**src/rtl/gsim_pkg.sv**
```systemverilog
// Shared constants and the controller state type for the Gauss-Seidel front end.
package gsim_pkg;

  localparam int unsigned N      = 16;
  localparam int unsigned IW     = 4;
  localparam int unsigned ITER   = 70;
  localparam int unsigned PE_LAT = 3;
  localparam int unsigned DW     = 32;
  localparam int unsigned BW     = 16;

  // Q16.16 fixed-point helpers
  localparam int unsigned   FRAC = 16;
  localparam logic [DW-1:0] ONE  = 32'h0001_0000;

  typedef enum logic [1:0] {
    IDLE = 2'd0,
    LOAD = 2'd1,
    CALC = 2'd2,
    OUT  = 2'd3
  } state_e;

endpackage

```
**src/rtl/gsim_xbank.sv**
```systemverilog
// Solution-vector register file: one write port, six neighbour reads around a
// base row (out-of-range neighbours read as zero) and one plain read port.
module gsim_xbank
  import gsim_pkg::*;
(
  input  logic          clk,
  input  logic          reset,
  input  logic          clr_i,
  input  logic          we_i,
  input  logic [IW-1:0] waddr_i,
  input  logic [DW-1:0] wdata_i,
  input  logic [IW-1:0] base_i,
  input  logic [IW-1:0] raddr_i,
  output logic [DW-1:0] rd_m1_o,
  output logic [DW-1:0] rd_p1_o,
  output logic [DW-1:0] rd_m2_o,
  output logic [DW-1:0] rd_p2_o,
  output logic [DW-1:0] rd_m3_o,
  output logic [DW-1:0] rd_p3_o,
  output logic [DW-1:0] rdata_o
);

  logic [DW-1:0] mem_q [N];

  // Storage: bulk clear at the start of a solve, otherwise single-word write.
  always_ff @(posedge clk or negedge reset) begin
    if (!reset) begin
      for (int i = 0; i < N; i++) mem_q[i] <= '0;
    end else if (clr_i) begin
      for (int i = 0; i < N; i++) mem_q[i] <= '0;
    end else if (we_i) begin
      mem_q[waddr_i] <= wdata_i;
    end
  end

  assign rd_m1_o = (base_i >= 4'd1)  ? mem_q[base_i - 4'd1] : '0;
  assign rd_p1_o = (base_i <= 4'd14) ? mem_q[base_i + 4'd1] : '0;
  assign rd_m2_o = (base_i >= 4'd2)  ? mem_q[base_i - 4'd2] : '0;
  assign rd_p2_o = (base_i <= 4'd13) ? mem_q[base_i + 4'd2] : '0;
  assign rd_m3_o = (base_i >= 4'd3)  ? mem_q[base_i - 4'd3] : '0;
  assign rd_p3_o = (base_i <= 4'd12) ? mem_q[base_i + 4'd3] : '0;
  assign rdata_o = mem_q[raddr_i];

endmodule

```
**src/rtl/gsim_feeder.sv**
```systemverilog
// Gauss-Seidel front end: loads b[], sequences rows through the PE for the
// requested number of sweeps, then streams the solution vector out.
//
//   state | meaning
//   IDLE  | waiting for the first b value
//   LOAD  | collecting b[1..15]
//   CALC  | one row per 4 cycles, PE result written back at phase 3
//   OUT   | streaming x[0..15], one word per cycle
module gsim_feeder
  import gsim_pkg::*;
#(
  parameter int unsigned N_ITER = ITER
) (
  input  logic          clk,
  input  logic          reset,
  input  logic          in_en,
  input  logic [BW-1:0] b_in,
  output logic [DW-1:0] pe_in1,
  output logic [DW-1:0] pe_in2,
  output logic [DW-1:0] pe_in3,
  output logic [DW-1:0] pe_in4,
  output logic [DW-1:0] pe_in5,
  output logic [DW-1:0] pe_in6,
  output logic [BW-1:0] pe_b,
  input  logic [DW-1:0] pe_out,
  output logic          busy,
  output logic          out_valid,
  output logic [DW-1:0] x_out,
  output logic [IW-1:0] x_idx
);

  localparam int unsigned IT_W = $clog2(N_ITER + 1);

  state_e          state_q, state_d;
  logic [IW-1:0]   cnt_q, cnt_d;
  logic [IW-1:0]   row_q, row_d;
  logic [1:0]      phase_q, phase_d;
  logic [IT_W-1:0] iter_q, iter_d;
  logic [BW-1:0]   b_q [N];

  logic            b_we;
  logic [IW-1:0]   b_waddr;
  logic            x_we, x_clr;
  logic [DW-1:0]   rd_m1, rd_p1, rd_m2, rd_p2, rd_m3, rd_p3, rdata;
  logic            calc;

  gsim_xbank u_xbank (
    .clk     (clk),
    .reset   (reset),
    .clr_i   (x_clr),
    .we_i    (x_we),
    .waddr_i (row_q),
    .wdata_i (pe_out),
    .base_i  (row_q),
    .raddr_i (cnt_q),
    .rd_m1_o (rd_m1),
    .rd_p1_o (rd_p1),
    .rd_m2_o (rd_m2),
    .rd_p2_o (rd_p2),
    .rd_m3_o (rd_m3),
    .rd_p3_o (rd_p3),
    .rdata_o (rdata)
  );

  // Control registers.
  always_ff @(posedge clk or negedge reset) begin
    if (!reset) begin
      state_q <= IDLE;
      cnt_q   <= '0;
      row_q   <= '0;
      phase_q <= '0;
      iter_q  <= '0;
    end else begin
      state_q <= state_d;
      cnt_q   <= cnt_d;
      row_q   <= row_d;
      phase_q <= phase_d;
      iter_q  <= iter_d;
    end
  end

  // Right-hand-side storage, written only while loading.
  always_ff @(posedge clk or negedge reset) begin
    if (!reset) begin
      for (int i = 0; i < N; i++) b_q[i] <= '0;
    end else if (b_we) begin
      b_q[b_waddr] <= b_in;
    end
  end

  // Next-state logic; the sweep counter runs down to zero on the last sweep.
  always_comb begin
    state_d = state_q;
    cnt_d   = cnt_q;
    row_d   = row_q;
    phase_d = phase_q;
    iter_d  = iter_q;
    b_we    = 1'b0;
    b_waddr = cnt_q;
    x_we    = 1'b0;
    x_clr   = 1'b0;
    unique case (state_q)
      IDLE: begin
        if (in_en) begin
          b_we    = 1'b1;
          b_waddr = '0;
          cnt_d   = 4'd1;
          state_d = LOAD;
        end
      end
      LOAD: begin
        if (in_en) begin
          b_we  = 1'b1;
          cnt_d = cnt_q + 4'd1;
          if (cnt_q == 4'd15) begin
            x_clr   = 1'b1;
            row_d   = '0;
            phase_d = '0;
            iter_d  = IT_W'(N_ITER - 1);
            cnt_d   = '0;
            state_d = CALC;
          end
        end
      end
      CALC: begin
        phase_d = phase_q + 2'd1;
        if (phase_q == 2'd3) begin
          x_we  = 1'b1;
          row_d = row_q + 4'd1;
          if (row_q == 4'd15) begin
            if (iter_q == '0) begin
              cnt_d   = '0;
              state_d = OUT;
            end else begin
              iter_d = iter_q - 1'b1;
            end
          end
        end
      end
      OUT: begin
        cnt_d = cnt_q + 4'd1;
        if (cnt_q == 4'd15) begin
          cnt_d   = '0;
          state_d = IDLE;
        end
      end
      default: state_d = IDLE;
    endcase
  end

  assign calc      = (state_q == CALC);
  assign busy      = (state_q != IDLE);
  assign out_valid = (state_q == OUT);
  assign x_idx     = out_valid ? cnt_q : '0;
  assign x_out     = out_valid ? rdata : '0;

  // PE operands are held at zero outside CALC so the PE sees a quiet bus.
  assign pe_in1 = calc ? rd_m1 : '0;
  assign pe_in2 = calc ? rd_p1 : '0;
  assign pe_in3 = calc ? rd_m2 : '0;
  assign pe_in4 = calc ? rd_p2 : '0;
  assign pe_in5 = calc ? rd_m3 : '0;
  assign pe_in6 = calc ? rd_p3 : '0;
  assign pe_b   = calc ? b_q[row_q] : '0;

endmodule

```
**config.mk**
```make
export PLATFORM = sky130hd
export DESIGN_NAME = gsim_feeder
export DESIGN_NICKNAME = d
export VERILOG_FILES = /design/src/rtl/gsim_pkg.sv /design/src/rtl/gsim_xbank.sv /design/src/rtl/gsim_feeder.sv
export SDC_FILE = /design/constraint.sdc
export NUM_CORES = 2
export LEC_CHECK = 0
export ABC_CLOCK_PERIOD_IN_PS = 5620
export BUFFER_PORTS_ARGS = -buffer_cell sky130_fd_sc_hd__buf_4
export CORE_MARGIN = 10
export CORE_UTILIZATION = 38
export CTS_BUF_LIST = sky130_fd_sc_hd__clkbuf_2 sky130_fd_sc_hd__clkbuf_4 sky130_fd_sc_hd__clkbuf_8
export DETAILED_ROUTE_END_ITERATION = 10
export MAX_ROUTING_LAYER = met4
export SKIP_CTS_REPAIR_TIMING = 1
export SLEW_MARGIN = 15
export SYNTH_ARGS = -nofsm -noshare
export SYNTH_HDL_FRONTEND = slang
export SYNTH_SLANG_ARGS = --single-unit
```
**constraint.sdc**
```tcl
create_clock -name clk -period 5.62 [get_ports clk]
set_input_delay 1.405 -clock clk [delete_from_list [all_inputs] [get_ports clk]]
set_output_delay 1.405 -clock clk [all_outputs]
set_load 0.005 [all_outputs]
```
==> results.txt <==
----------------------------------------------------
[Outcome]
  Run status ... complete, no violations

[Routing]
  Detailed-router iteration count before antenna repair ... 6
  Via Count ... just under 40000
  Total DRC errors in the routed layout ... 0
  Routed wire length ... 197000 um
  DRT iter0 DRCs ... about 5400
  Average wire length per cell after detail routing ... 35.2 um
  Number of antenna-violating nets in the routed design ... 0
  Mean number of vias per cell ... about 7.0

[STA]
  Total count of max-transition violations in the final report ... 0
  Setup Skew ... 0.0524 ns
  RSZ-0062 raised after global routing ... false
  Minimum clock period ... 5.49 ns
  Number of failing hold endpoints at the final stage ... 0
  Worst-margin pin slew ... 1.27 ns
  Worst slew margin relative to its limit ... between 15 and 20%
  Post-route worst hold slack ... between 0.4 and 0.5 ns
  Post-route setup slack ... ~0.13 ns
  Final period utilization ... between 90% and 100%
  Maximum achievable frequency ... 182 MHz
  Final setup violation count ... 0

[Setup path]
  Arrival @ worst endpoint ... around 4.1 ns
  Buf/Inv on CP ... 4
  Stage delay of the slowest cell on the critical path ... approximately 0.70 ns
  Series of cell instances along the critical path ... inv_1 > ha_1 > inv_1 > a21o_2 > buf_4 > o22ai_1 > buf_4
  Startpoint type of the worst setup path ... flip-flop
  Slowest library cell on the worst path ... sky130_fd_sc_hd__a21o_2
  Endpoint class of the critical path ... output pin
  Family with the most delay on the worst path ... compound AO/OA/AOI/OAI gates
  Type of the worst setup path ... reg -> out
  Largest fanout on the critical path ... 23
  Required arrival time at the worst endpoint ... roughly 4.2 ns

[Logic synthesis]
  Share of Yosys cell area claimed by the top area cell type ... between 30% and 40%
  Post-Syn Area per Cell ... 14.0 um2
  Total number of yosys warnings ... 0
  Share of flip-flops with an asynchronous set or reset ... 100%
  Cells after Synth ... ~3600
  Cell types with the highest counts after synthesis ... sky130_fd_sc_hd__dfrtp_1, sky130_fd_sc_hd__mux4_2, sky130_fd_sc_hd__a22o_1
  Register bit total from synthesis ... about 800
  Total standard cell area after synthesis ... 50200 um2
  Number of different library cells in the post-synthesis netlist ... a little under 70
  Synth area leader ... sky130_fd_sc_hd__dfrtp_1
  Cell with the most instances after synthesis ... sky130_fd_sc_hd__dfrtp_1
  Synth top area cells ... sky130_fd_sc_hd__dfrtp_1, sky130_fd_sc_hd__mux4_2, sky130_fd_sc_hd__a22o_1
  Sequential share of the synthesized area ... 39.3%
  Main synth FF type ... sky130_fd_sc_hd__dfrtp_1
  Nets in the synthesized netlist ... approximately 3700
  Count of flip-flops with a built-in enable after synthesis ... 0

[Power]
  Leak Pwr ... between 20 and 25 nW
  VDD IR-drop max ... about 0.47 mV
  Cell area power density ... roughly 530 nW/um2

[Floorplan]
  Effective utilization at floorplan ... approximately two fifths
  Horiz. Die Dim ... around 380 um
  Top-level port count ... about 300
  Die ar. ... ~150000 um2
  Row Count ... between 100 and 150
  Core box area ... around 130000 um2
  Die H ... 383 um

[Clocking]
  Clock Pin Slew Worst Setup and Hold Paths ... roughly 0.060 ns
  Sink count of the clock tree ... 787
  Maximum count of clock buffers along a single path ... 3
  CTS tree ... done
  Root buf cell ... sky130_fd_sc_hd__clkbuf_8
  Deepest level of the CTS H-tree ... 4
  CTS Buf Count ... between 100 and 150
  Clock latency of the later-clocked register in the worst-skew pair ... 0.89 ns

[Place]
  Worst slack, placed ... roughly 0.81 ns
  Cell Count Post-Placement ... 5332
  Gp weighted congestion ... slightly below 0.9
  Port Buf Inserts ... 296
  DPL Wire Length ... ~120000 um

[Job]
  Max-cap viol count ... 0

[Global route]
  Global-route wire length before repair ... roughly 280000 um
  Sum of overflow across all layers after global routing ... 0
  Total global-route track usage ... a little over a quarter
  Number of global-route vias before repair ... just under 40000
  Largest net degree at the start of global routing ... ~120
  Antenna violations before repair ... 23

[Finish]
  Count of placed standard cells in the final layout, fillers left out ... between 5000 and 6000
  Register Area ... 19700 um2
  # fillers ... about 12000
  Fraction of layout instances using a drive strength above 1 ... approximately two fifths
  P&R area growth vs syn ... 14.8%
  # nets final ... approximately 3800
  Area of the multi-input gates ... approximately 29000 um2

[Worst hold path]
  Path type of the worst min-delay path ... reg -> reg

----------------------------------------------------
==> power by group <==
group	internal (mW)	total, mW	switching (mW)
clock	3.37	6.01	2.64
combinational	8.26	15.9	7.66
sequential	6.92	8.33	1.41
==> sequential cells by signal, indices dropped and copies added, names as in the netlist <==
signal and flops:
u_xbank.mem_q 512, b_q 256, iter_q 7, cnt_q 4, row_q 4, phase_q 2
state_q 2
==> cells in the final DEF, fill, tap and decap left out, drive strengths merged, types with 4 or more instances in the layout <==
| master | count |
|---|---|
| a21o | 4 |
| a21oi | 20 |
| a221o | 11 |
| a22o | 523 |
| a22oi | 27 |
| a31oi | 20 |
| a32oi | 4 |
| and2 | 5 |
| and3 | 15 |
| buf | 436 |
| clkbuf | 223 |
| clkinv | 17 |
| dfrtp | 787 |
| diode | 19 |
| ha | 20 |
| inv | 24 |
| mux2 | 260 |
| mux2i | 451 |
| mux4 | 561 |
| nand2 | 47 |
| nand2b | 8 |
| nand3 | 35 |
| nand4 | 7 |
| nor2 | 13 |
| nor2b | 7 |
| nor3 | 17 |
| o211ai | 5 |
| o21ai | 18 |
| o22ai | 213 |
| o31ai | 5 |
| xnor2 | 5 |
==> per-stage QoR <==
| step | total power, mW | util (%) | area (um2) | TNS (ns) |
|---|---|---|---|---|
| 6_report | 30.3 | 43.9 | 57600 | 0 |
| 5_1_grt | 31.7 | 43.9 | 57600 | 0 |
| 4_1_cts | 30.1 | 43.7 | 57400 | -1.54 |
| 3_5_place_dp | 24.0 | 41.3 | 54300 | 0 |
| 3_3_place_gp | 23.8 | 41.3 | 54300 | 0 |
| 2_1_floorplan | 19.1 | - | 50200 | 0 |
==> per-layer routing <==
metal  vias up  track usage, %  routed length, um
met3       544            9.98              26100
met2      2901            37.9              86000
met4         0            12.6               9760
met1     20544            34.1              75300
li1      15104               -                  -
met5         -               -                  0
==> final cells by class <==
class / count / share of cell area [%]
diodes: 19 / 0.0826
clock buffers: 223 / 4.94
clock inverters: 29 / 0.534
inverters: 18 / 0.117
multi-input cells: 2340 / 50.0
flip-flops and latches: 787 / 34.2
well taps: 1755 / 3.81
repair buffers: 436 / 6.28
==> path summary, 6_finish.rpt <==
| check | startpoint | to | slack (ns) | cells past startpoint |
|---|---|---|---|---|
| worst max register to register | cnt_q[2] | u_xbank.mem_q[220] | 1.41 | 7 |
| worst min-delay path | b_q[199] | b_q[199] | 0.48 | 1 |
| worst max-delay path | state_q[0] | pe_in5[0] | 0.13 | 7 |
| min in group asynchronous | reset | u_xbank.mem_q[133] | 0.50 | 1 |
| max in group asynchronous | reset | b_q[183] | 3.86 | 2 |
| worst min register to register | b_q[199] | b_q[199] | 0.48 | 1 |
==> kinds of logic (layout without fill, tap and decap cells) <==
group                      count (synthesis)  in the layout  share of synthesized area [%]
AOI/OAI and AO/OA                        865            865                           13.6
xor gates and xnor gates                   8              8                          0.259
buffers and inverters                    469            706                           4.37
other                                      0             19                              0
DFF                                      787            787                           39.3
muxes                                   1272           1272                           40.0
adders and majority gates                 20             20                          0.499
and+or+nand+nor                          175            175                           2.01
Note: power is estimated with default switching activity, not from simulation.
